--- src/rtl/debug_uart_rx_pkg.sv ---
// Shared definitions for the debug UART: receiver FSM states and bit-timing helpers.
package debug_uart_rx_pkg;

  // Receiver FSM states; BREAK holds while the line stays low after a bad stop bit.
  typedef enum logic [2:0] {
    IDLE  = 3'd0,
    START = 3'd1,
    DATA  = 3'd2,
    STOP  = 3'd3,
    BREAK = 3'd4
  } uart_state_t;

  // Number of system clocks per serial bit.
  function automatic int cycles_per_bit(input int clk_hz, input int bit_rate);
    return clk_hz / bit_rate;
  endfunction

  // Half a bit period, used to land the first sample in the middle of the start bit.
  function automatic int half_bit(input int cpb);
    return cpb / 2;
  endfunction

endpackage

--- src/rtl/debug_uart_rx_sync.sv ---
// Two-flop synchronizer for asynchronous inputs; resets to 1 so an idle-high line
// does not look like a start bit while coming out of reset.
module debug_uart_rx_sync #(
  parameter int WIDTH = 1
) (
  input  logic             clk,
  input  logic             rst,
  input  logic [WIDTH-1:0] d,
  output logic [WIDTH-1:0] q
);

  logic [WIDTH-1:0] meta_reg;
  logic [WIDTH-1:0] sync_reg;

  // Two register stages per bit to settle metastability.
  always_ff @(posedge clk or posedge rst) begin
    if (rst) begin
      meta_reg <= '1;
      sync_reg <= '1;
    end else begin
      meta_reg <= d;
      sync_reg <= meta_reg;
    end
  end

  assign q = sync_reg;

endmodule

--- src/rtl/debug_uart_rx.sv ---
// 8N1 UART receiver with a one-entry holding register and sticky overrun / framing flags.
module debug_uart_rx
  import debug_uart_rx_pkg::*;
#(
  parameter int CLK_HZ   = 14_000_000,
  parameter int BIT_RATE = 1_000_000
) (
  input  logic       clk,
  input  logic       rst,
  input  logic       uart_rxd,
  input  logic       uart_rx_read,
  input  logic       uart_rx_err_clr,
  output logic [7:0] uart_rx_data,
  output logic       uart_rx_valid,
  output logic       uart_rx_busy,
  output logic       uart_rx_overrun,
  output logic       uart_rx_frame_err
);

  localparam int CPB  = cycles_per_bit(CLK_HZ, BIT_RATE);
  localparam int HALF = half_bit(CPB);
  localparam int CW   = $clog2(CPB);

  localparam logic [CW-1:0] CNT_HALF = CW'(HALF - 1);
  localparam logic [CW-1:0] CNT_FULL = CW'(CPB - 1);

  logic rxd_s;

  uart_state_t   state_reg, state_next;
  logic [CW-1:0] cnt_reg, cnt_next;
  logic [2:0]    idx_reg, idx_next;
  logic [7:0]    shift_reg, shift_next;
  logic          tick;
  logic          deliver;
  logic          frame_set;

  logic [7:0] data_reg;
  logic       valid_reg;
  logic       overrun_reg;
  logic       frame_err_reg;

  debug_uart_rx_sync #(.WIDTH(1)) u_sync (
    .clk (clk),
    .rst (rst),
    .d   (uart_rxd),
    .q   (rxd_s)
  );

  assign tick = (cnt_reg == '0);

  // FSM, bit-period counter, bit index and shift register state.
  always_ff @(posedge clk or posedge rst) begin
    if (rst) begin
      state_reg <= IDLE;
      cnt_reg   <= '0;
      idx_reg   <= '0;
      shift_reg <= '0;
    end else begin
      state_reg <= state_next;
      cnt_reg   <= cnt_next;
      idx_reg   <= idx_next;
      shift_reg <= shift_next;
    end
  end

  // Next-state logic: sample mid-bit on each counter tick, deliver or flag at the stop bit.
  always_comb begin
    state_next = state_reg;
    cnt_next   = cnt_reg;
    idx_next   = idx_reg;
    shift_next = shift_reg;
    deliver    = 1'b0;
    frame_set  = 1'b0;
    unique case (state_reg)
      IDLE: begin
        if (!rxd_s) begin
          state_next = START;
          cnt_next   = CNT_HALF;
        end
      end
      START: begin
        if (tick) begin
          if (!rxd_s) begin
            state_next = DATA;
            cnt_next   = CNT_FULL;
            idx_next   = '0;
          end else begin
            // Line went back high before mid start bit: treat as a glitch.
            state_next = IDLE;
          end
        end else begin
          cnt_next = cnt_reg - CW'(1);
        end
      end
      DATA: begin
        if (tick) begin
          shift_next = {rxd_s, shift_reg[7:1]};
          cnt_next   = CNT_FULL;
          if (idx_reg == 3'd7) begin
            state_next = STOP;
          end else begin
            idx_next = idx_reg + 3'd1;
          end
        end else begin
          cnt_next = cnt_reg - CW'(1);
        end
      end
      STOP: begin
        if (tick) begin
          if (rxd_s) begin
            deliver    = 1'b1;
            state_next = IDLE;
          end else begin
            frame_set  = 1'b1;
            state_next = BREAK;
          end
        end else begin
          cnt_next = cnt_reg - CW'(1);
        end
      end
      BREAK: begin
        if (rxd_s) begin
          state_next = IDLE;
        end
      end
      default: state_next = IDLE;
    endcase
  end

  // Holding register and sticky flags; a flag set outranks a same-cycle clear.
  always_ff @(posedge clk or posedge rst) begin
    if (rst) begin
      data_reg      <= 8'h00;
      valid_reg     <= 1'b0;
      overrun_reg   <= 1'b0;
      frame_err_reg <= 1'b0;
    end else begin
      if (deliver) begin
        data_reg  <= shift_reg;
        valid_reg <= 1'b1;
      end else if (uart_rx_read) begin
        valid_reg <= 1'b0;
      end

      if (deliver && valid_reg && !uart_rx_read) begin
        overrun_reg <= 1'b1;
      end else if (uart_rx_err_clr) begin
        overrun_reg <= 1'b0;
      end

      if (frame_set) begin
        frame_err_reg <= 1'b1;
      end else if (uart_rx_err_clr) begin
        frame_err_reg <= 1'b0;
      end
    end
  end

  assign uart_rx_data      = data_reg;
  assign uart_rx_valid     = valid_reg;
  assign uart_rx_busy      = (state_reg != IDLE);
  assign uart_rx_overrun   = overrun_reg;
  assign uart_rx_frame_err = frame_err_reg;

endmodule

--- config.mk ---
export PLATFORM = sky130hd
export DESIGN_NAME = debug_uart_rx
export DESIGN_NICKNAME = d
export VERILOG_FILES = /design/src/rtl/debug_uart_rx_pkg.sv /design/src/rtl/debug_uart_rx_sync.sv /design/src/rtl/debug_uart_rx.sv
export SDC_FILE = /design/constraint.sdc
export NUM_CORES = 1
export LEC_CHECK = 0
export BUFFER_PORTS_ARGS = -buffer_cell sky130_fd_sc_hd__buf_2
export CORE_MARGIN = 5
export CORE_UTILIZATION = 59
export CTS_BUF_LIST = sky130_fd_sc_hd__clkbuf_4 sky130_fd_sc_hd__clkbuf_8
export CTS_CLUSTER_SIZE = 30
export DETAILED_ROUTE_END_ITERATION = 8
export GPL_TIMING_DRIVEN = 0
export PLACE_DENSITY = 0.85
export SLEW_MARGIN = 10
export SYNTH_ARGS = -nofsm -noshare
export SYNTH_HDL_FRONTEND = slang
export SYNTH_SLANG_ARGS = --single-unit
--- constraint.sdc ---
create_clock -name clk -period 1.8 [get_ports clk]
set_input_delay 0.18 -clock clk [delete_from_list [all_inputs] [get_ports clk]]
set_output_delay 0.18 -clock clk [all_outputs]
set_load 0.005 [all_outputs]
* Word-level counts from Yosys, hierarchy flattened
Cells that the tools add are included.
** Word-level totals
- Register bits :: 31
- Input port bits :: 5
- Output and inout port bits :: 12
- Logic and storage cells :: 73
** Operators by class
- Add/subtract/negate cells :: 2
- Equal/unequal tests :: 15
- Multiplexer cells :: 31
- Reductions and logical operators :: 15
** Operators with widths (count)
- 2-to-1 mux 3 bit :: 11
- 2-to-1 mux 4 bit :: 5
- != test 2 bit (second input constant) :: 8
- one-hot mux 4 bit (4 select lines) :: 1
- one-hot mux 3 bit (5 select lines) :: 1
- 2-to-1 mux 1 bit :: 11
- nonzero test 2 bit :: 4
- equality test 3 x 2 -> 1 bit (second input constant) :: 2
- equality test 3 bit (second input constant) :: 2
- one-hot mux 3 bit (2 select lines) :: 1
- AND reduction 6 bit :: 1
- AND reduction 5 bit :: 1
- zero test 4 bit :: 1
- AND reduction 4 bit :: 1
- nonzero test 4 bit :: 1
- subtractor 4 x 1 -> 4 bit (second input constant) :: 1
- adder 3 x 1 -> 3 bit (second input constant) :: 1
- equality test 3 x 1 -> 1 bit (second input constant) :: 1
- zero test 3 bit :: 1
- != test 3 bit (second input constant) :: 1
- nonzero test 3 bit :: 1
- logical AND 1 bit :: 2
- 2-to-1 mux 2 bit :: 1
- != test 2 x 1 -> 1 bit (second input constant) :: 1
- other kinds (2) :: 2

* Logic depth before layout (Yosys ltp)
- Depth in word-level cells :: 6
- Mapped depth :: 7
- Gate-level depth less buffers :: 6

* Cells and area by module
From an unflattened synthesis, not the netlist that was laid out.
** Second synthesis, totals
- Cell total of the unflattened synthesis :: 112
- Area total of the unflattened synthesis :: 1388.8 µm²
** By module, submodules not included
- debug_uart_rx :: instances 1, cells each 109, area an instance 1332.5 µm², seq. area each 725.7 µm²
- debug_uart_rx_sync :: instances 1, cells each 3, area an instance 56.3 µm², seq. area each 52.6 µm²

* Worst setup path before layout
Ideal clock, no wire load.
- Kind :: register to register
- Start point :: reg cnt_reg[0]
- End point :: reg shift_reg[0]
- Arrival :: 1468 ps
- Required time :: 1675 ps
- Setup slack :: 208 ps
- Stages on the path, launching flop included :: 6
- Cells stage by stage :: dfrtp_1 -> inv_1 -> ha_1 -> nor4b_4 -> nand3b_4 -> mux2_2
** Between the ends
- Longest elaborated chain between the ends :: 2
** Ends and longest elaborated chain
- start: declaration :: line debug_uart_rx.sv:30 : logic [CW-1:0] cnt_reg, cnt_next;
- start signal: assignment :: line debug_uart_rx.sv:60 : cnt_reg <= cnt_next;
- zero test 4 bit :: line debug_uart_rx.sv:49 : assign tick = (cnt_reg == '0);
- AND reduction 2 bit (no line)
- end signal: assignment :: line debug_uart_rx.sv:62 : shift_reg <= shift_next;
- end: declaration :: line debug_uart_rx.sv:32 : logic [7:0] shift_reg, shift_next;
No other way between the ends.
A chain may end at the register's enable or synchronous reset.

* Final worst setup path
- Start point :: reg state_reg[2]
- End point :: out uart_rx_busy
** Between the ends
- Longest elaborated chain between the ends :: 1
** Ends and longest elaborated chain
- start: declaration :: line debug_uart_rx.sv:29 : uart_state_t state_reg, state_next;
- start signal: assignment :: line debug_uart_rx.sv:59 : state_reg <= state_next;
- nonzero test 3 bit :: line debug_uart_rx.sv:161 : assign uart_rx_busy = (state_reg != IDLE);
- end: declaration :: line debug_uart_rx.sv:15 : output logic uart_rx_busy,
No other way between the ends.

==> metrics <==
pre-CTS setup slack=-36.5 ps; Final Max Tran Viols=0; Final GP Congestion=around 0.86; Metal-1 WL=1150 um; Post-synth EDFFs=0; Final Setup Violations=0; post-synth cell types=37; post-route ant nets=0; hold crit path type=input pin to asynchronous set/reset pin; post-layout power=a little under 2 mW; slowest stage delay, CP=about 460 ps; Min Hold Slack=-35.4 ps; Slowest-stage cell, CP=dfrtp_1; max cap viols=0; Max Clk Rate=approximately 590 MHz; GRT Total Usage=0.177; synth warn=0; Mapped Nets=around 140; total grt overflow=0; met2 wire length=~1300 um; crit start category=flop; CP Cell Sequence=buf_2 > or3_1 > buf_2; starting density of the core=0.600; critical path's most frequent cell=buf_2; Max Used Layer=met4; largest net degree at the start of global routing=32; Die X-Extent=59.5 um; clock root buffer master=clkbuf_4; Worst Tran Pin Value=around 1000 ps; CORE AREA=between 2000 and 2500 um^2; DP HPWL=~1900 um; Min Clock Period, post-route=around 1700 ps; initial DRC count=38; placed instance count=between 150 and 200; Die H=approximately 60 um; full die area=about 3500 um^2; R2R Path End=uart_rx_data[3]; relative slew slack=0.299; CTS max path bufs=2; Syn Area/Cell=10.9 um^2; CTS tree=built; CP Max Fanout=10; Required @ worst endpoint=around 1600 ps; port buffer count=16; Sink Count=31; Seq/Total Area, Yosys=0.538; final setup margin=between 90 and 100 ps; CTS Buf Count=5; delay-heaviest family, CP=flip-flops; status=finished with violations; vias in the first global route=989; vias post-DR=1028; Critical Path AT=1520 ps; # DRC=0; antenna violations before repair=0; Area Overhead vs Synth=14.8%; flop-to-flop setup slack=between 100 and 150 ps; I/O pins=17; CP Class=flop to primary output; Worst Clk Skew=7.62 ps; period utilization=0.944; antenna cells=0; commonest non-fill, non-tap cell in the layout=nand2_1; Nets=about 170; Final Cell Area=1660 um^2; first-pass GRT wire length=4490 um; clk_lat worst skew=330 ps; Mapped Area=between 1000 and 1500 um^2; fin cells=roughly 190; Placed Instance Area=between 1500 and 2000 um^2; Hold Vio Cnt, Final=29; Leakage=a little under 0.9 nW; power per standard cell area=roughly 1200 nW/um^2; crit end category=primary output; most frequent cells in the layout=34 x nand2_1, 29 x dfrtp_1, 18 x buf_2, 9 x mux2_2, 7 x clkbuf_4; total wire length=2600 um; Crit path buffers/inverters=2; failing checks=hold timing; worst r2r path cells=7; H-tree depth=2; FFs w/ async S/R, synth=1.00; post-synthesis register bit count=31; origin of the critical flop-to-flop path=cnt_reg[0]; setup repair after global routing missed its margin=false; routed length per instance=around 14 um; Post-Synthesis Cells=roughly 130; met3 WL=roughly 120 um; share of cells above drive strength 1=0.314; drt pass-1 iters=4; Vias/cell=about 5.4; # rows=18; ys flop type=dfrtp_1; worst IR drop on VDD=approximately 0.0010 V; clock-pin transition on the worst setup and hold timing paths=~100 ps
synthesized netlist by cell type, drive strengths merged (3+ instances only):
cell type  instances  share of area
buf                5          0.017
mux2               9          0.070
nor2               3         0.0078
nor3b              3          0.019
dfrtp             29           0.50
o21ai              6          0.021
inv                5          0.013
nand2             34          0.088
a21oi              5          0.017
ha                 4          0.035
final cells by class:
class	count	area (um^2)
Clock inverter	1	5.00
Fill cell	175	749
Timing Repair Buffer	19	105
Tap cell	30	37.5
Multi-Input combinational cell	90	623
Clock buffer	7	58.8
Buffer	6	33.8
Sequential cell	31	778
Inverter	5	18.8
metrics by stage:
step / TNS (ps) / hold WS [ps] / util
floorplan: 0 / 184 / -
global placement: 0 / 285 / 0.649
detailed placement: -264 / 287 / 0.649
CTS: 0 / 48.5 / 0.684
global route: 0 / 12.0 / 0.689
finish: 0 / -35.4 / 0.689
cell families after synthesis:
logic type,synth area share
AND/OR/NAND/NOR,0.219
AO/OA/AOI/OAI,0.0969
multiplexers,0.0701
XOR/XNOR,0.00606
adder cells (fa/ha/maj),0.0346
buffers and inverters,0.0355
flip-flops,0.538
where the power goes:
group          leakage (nW)  switching (mW)  internal [mW]
combinational         0.424           0.314          0.286
clock                0.0387           0.231          0.204
sequential            0.410           0.105          0.803
layer usage:
metal  global-route usage  vias up
li1                     -      511
met1                0.219      495
met2                0.276       17
met3               0.0588        5
met4               0.0854        0
met5                    0        -
worst max-delay path by stage:
stage	startpoint	slack, ps	cells past startpoint	to
after detailed placement	cnt_reg[0]	-40	5	shift_reg[2]
after floorplan	cnt_reg[0]	210	5	shift_reg[0]
after CTS	state_reg[2]	7	3	uart_rx_busy
final	state_reg[2]	100	3	uart_rx_busy
after global routing	cnt_reg[0]	6	7	uart_rx_data[2]
after global placement	cnt_reg[0]	60	5	shift_reg[7]
timing repair:
item | in CTS | in global routing
hold buffers | 1 | 0
endpoints found under the hold margin | 1 | 0
resized for setup | 0 | 6
endpoints found under the setup margin | 21 | 5
buffers inserted | 2 | 0
Power figures use the tool's default switching activity.
